## config.mk

```make
export PLATFORM = sky130hd
export DESIGN_NAME = bit_serial_adder
export DESIGN_NICKNAME = d
export VERILOG_FILES = /design/src/rtl/bit_serial_adder.sv
export SDC_FILE = /design/constraint.sdc
export NUM_CORES = 1
export LEC_CHECK = 0
export CORE_ASPECT_RATIO = 1.75
export CORE_UTILIZATION = 39
export DETAILED_ROUTE_END_ITERATION = 8
export GPL_TIMING_DRIVEN = 1
export PLACE_DENSITY_LB_ADDON = 0.05
export SETUP_SLACK_MARGIN = 0.05
export SLEW_MARGIN = 40
export SYNTH_ARGS = -nofsm -noshare
export SYNTH_HDL_FRONTEND = slang
export SYNTH_SLANG_ARGS = --single-unit
```

## constraint.sdc

```tcl
create_clock -name CLK -period 4 [get_ports CLK]
set_clock_uncertainty 0.2 [all_clocks]
set_input_delay 0.4 -clock CLK [delete_from_list [all_inputs] [get_ports CLK]]
set_output_delay 0.4 -clock CLK [all_outputs]
set_load 0.05 [all_outputs]
```

## src/rtl/bit_serial_adder.sv

```systemverilog
// bit_serial_adder: adds two WIDTH-bit operands plus carry-in one bit per clock, LSB first.
module bit_serial_adder #(
  parameter int WIDTH = 8
) (
  input  logic             CLK,
  input  logic             RST_N,
  input  logic             START,
  input  logic [WIDTH-1:0] A,
  input  logic [WIDTH-1:0] B,
  input  logic             Cin,
  output logic [WIDTH-1:0] S,
  output logic             Cout,
  output logic             BUSY,
  output logic             DONE
);
  localparam int CW = $clog2(WIDTH + 1);
  typedef enum logic [1:0] {IDLE, SHIFT, FINISH} state_t;
  state_t           state_q, state_d;
  logic [WIDTH-1:0] a_q, a_d, b_q, b_d, r_q, r_d, s_q, s_d;
  logic             c_q, c_d, cout_q, cout_d, sum_b;
  logic [CW-1:0]    cnt_q, cnt_d;
  always_comb begin
    state_d = state_q;
    a_d     = a_q;
    b_d     = b_q;
    r_d     = r_q;
    c_d     = c_q;
    cnt_d   = cnt_q;
    s_d     = s_q;
    cout_d  = cout_q;
    sum_b   = a_q[0] ^ b_q[0] ^ c_q;
    if (state_q == SHIFT) begin
      r_d   = WIDTH'({sum_b, r_q} >> 1);
      a_d   = a_q >> 1;
      b_d   = b_q >> 1;
      c_d   = (a_q[0] & b_q[0]) | (a_q[0] & c_q) | (b_q[0] & c_q);
      cnt_d = cnt_q + 1'b1;
      // the result register is complete on this edge, so publish the next-state value
      if (cnt_q == CW'(WIDTH - 1)) begin
        state_d = FINISH;
        s_d     = r_d;
        cout_d  = c_d;
      end
    end else if (START) begin
      state_d = SHIFT;
      a_d     = A;
      b_d     = B;
      c_d     = Cin;
      cnt_d   = '0;
    end else begin
      state_d = IDLE;
    end
  end
  always_ff @(posedge CLK or negedge RST_N) begin
    if (!RST_N) begin
      state_q <= IDLE;
      a_q     <= '0;
      b_q     <= '0;
      r_q     <= '0;
      c_q     <= 1'b0;
      cnt_q   <= '0;
      s_q     <= '0;
      cout_q  <= 1'b0;
    end else begin
      state_q <= state_d;
      a_q     <= a_d;
      b_q     <= b_d;
      r_q     <= r_d;
      c_q     <= c_d;
      cnt_q   <= cnt_d;
      s_q     <= s_d;
      cout_q  <= cout_d;
    end
  end
  assign S    = s_q;
  assign Cout = cout_q;
  assign BUSY = (state_q == SHIFT);
  assign DONE = (state_q == FINISH);
endmodule
```

==> flow_summary.json <==
{
  "power_density_mw_per_mm2": 790.0,
  "max_freq_mhz": 376.7,
  "grt_pass1_vias": 1120,
  "async_reset_ff_frac": 1.000,
  "placeableCoreArea_mm2": 0.004150,
  "n_fill_cell": 379,
  "row_count": 31,
  "layout-drive-gt1-share": 0.1914,
  "nets": 183,
  "worst_pin_slew_ns": 0.5517,
  "dieArea_mm2": 0.004651,
  "setup_viol": 0,
  "yosys_warnings": 0,
  "synth_seq_cells": 39,
  "die_w_um": 51.99,
  "syn_avg_cell_area_um2": 13.12,
  "yosysTopAreaCell": "dfrtp_1",
  "cts_buffers": 5,
  "start_util": 0.4109,
  "fin_crit_sh": 0.6636,
  "routedWlPerCell_um": 13.45,
  "routed_wl_um": 2839,
  "place_hpwl_um": 1945,
  "cts_resized": 0,
  "crit_path_start_kind": "flip-flop",
  "ant_nets": 0,
  "vdd_drop_max_uv": 431.0,
  "dr.first_iter.drc_count": 22,
  "slew_viol_final": 0,
  "synth-main-ff-cell": "dfrtp_1",
  "final_common_cell": "dfrtp_1",
  "crit_chain": "nor2b_4 -> clkdlybuf4s50_1",
  "hp-class": "flip-flop to flip-flop",
  "io_buffers": 30,
  "grt_start_max_net_pins": 40,
  "cts_root_buf": "clkbuf_8",
  "required_ns": 3.40,
  "firstDrtPassIters": 4,
  "num_vias": 1039,
  "drv_cap": 0,
  "drc": 0,
  "clk-insertion-delay-late_ns": 0.29,
  "die_h_um": 89.48,
  "netlist_top_cells_area": "dfrtp_1 (57%), mux2i_1 (11%), mux2_4 (7.0%)",
  "tritoncts": "built",
  "hold_viol": 0,
  "crit_type": "flip-flop to primary output",
  "slowest_delay_ns": 0.90,
  "status": "completed",
  "antenna_found_initial": 0,
  "syn2layout_area_growth_pct": 23.40,
  "htree_levels": 2,
  "setup_tns_ns": 0,
  "cts_setup_buffers": 0,
  "relSlewSlack": 0.6322,
  "syn_nets": 152,
  "final_cell_mix": "dfrtp_1 (39), clkdlybuf4s50_1 (28), mux2i_1 (18)",
  "clk_path_buf_depth": 2,
  "synthesis.area_mm2": 0.001705,
  "synth_seq_area_share": 0.5723,
  "via_per_inst": 4.924,
  "end_kind": "primary output",
  "fin_crit_ns": 2.655,
  "grt_pass1_wl_um": 5009,
  "globalplace.congestion": 0.6077,
  "path_clk_slew_ns": 0.07,
  "yosysTopAreaCellShare": 0.5723,
  "rsz0062_at_grt": "no",
  "synth_edf_count": 0,
  "p_leak_uw": 0.0009745,
  "cp.arrival_ns": 2.05,
  "crit_fanout": 28,
  "track_usage": 0.1502,
  "numClockSinks": 39,
  "overflow": 0,
  "io_pins": 31,
  "yosys.cell_types.count": 21,
  "n_antenna_cell": 0,
  "total_power_uw": 1663,
  "syn_inst": 130,
  "slowest_stage": "clkdlybuf4s50_1"
}
-- final timing paths --
kind | cells past startpoint | slack, ns | to | from
min in group asynchronous | 2 | 0.41 | b_q[3] | RST_N
min | 2 | 0.27 | a_q[5] | a_q[6]
max in group asynchronous | 2 | 2.84 | c_q | RST_N
min reg2reg | 2 | 0.27 | a_q[5] | a_q[6]
max | 2 | 1.35 | BUSY | state_q[1]
max reg2reg | 3 | 1.96 | S[3] | state_q[1]
-- layout make-up --
type                    count  area (um2)  area share
clock buffers               5       68.82     0.03270
clock inverters             3       15.01    0.007134
multi-input cells          83       673.1      0.3199
flip-flops and latches     39       975.9      0.4637
well taps                  49       61.31     0.02913
repair buffers             32       310.3      0.1474
-- stage by stage --
stage,cells,hold WS [ns],setup WS (ns),cell area [um2],utilization
floorplan,130,-0.09559,2.306,1705,-
global placement,202,0.2606,1.635,2013,0.4851
detailed placement,202,0.2031,1.643,2011,0.4845
CTS,211,0.2791,1.308,2105,0.5071
global route,211,0.3087,1.202,2105,0.5071
finish,211,0.2730,1.345,2105,0.5071
-- metal layers --
layer  wire, um  up-vias  part of all wire  global-route usage
met5          0        -                 0                   0
met4         63        0             0.022             0.08108
met3        103        5             0.036             0.03571
met2       1550       23              0.55              0.2692
met1       1122      508              0.40              0.1568
li1           -      503                 -                   -
-- what timing repair did --
action	in CTS	in global routing
hold buffers	1	0
setup endpoints to repair	0	0
endpoints found under the hold margin	39	0
-- state kept, by name, indices dropped and copies added, names as in the netlist --
name and cells:
Cout 1, S 8, a_q 8, b_q 8, c_q 1, cnt_q 4, r_q 7, state_q 2
-- cells by family after synthesis --
family | Yosys count | synth area share
flip-flops | 39 | 0.5723
adder cells (fa/ha/maj) | 2 | 0.01907
buffers and inverters | 8 | 0.03301
AO/OA/AOI/OAI | 17 | 0.05136
multiplexers | 36 | 0.2421
AND/OR/NAND/NOR | 27 | 0.07703
XOR/XNOR | 1 | 0.005137
-- where the power goes --
group / switching [uW] / total, uW / internal (uW)
combinational: 397 / 735 / 337
clock: 131 / 250 / 119
sequential: 107 / 678 / 571
-- critical path, delay by kind of cell, from the launching register on --
| family | cells | cell delay (ns) |
|---|---|---|
| buf+inv | 1 | 0.90 |
| simple gates | 1 | 0.45 |
| flops | 1 | 0.41 |
-- synth_stat cells, types with 4 or more instances --
cell / count
mux2_2: 10
mux2_4: 8
mux2i_1: 18
o21ai_0: 16
nand2_1: 17
dfrtp_1: 39
nor2_1: 4
buf_2: 5
No activity file was read; power rests on OpenSTA's default activity.
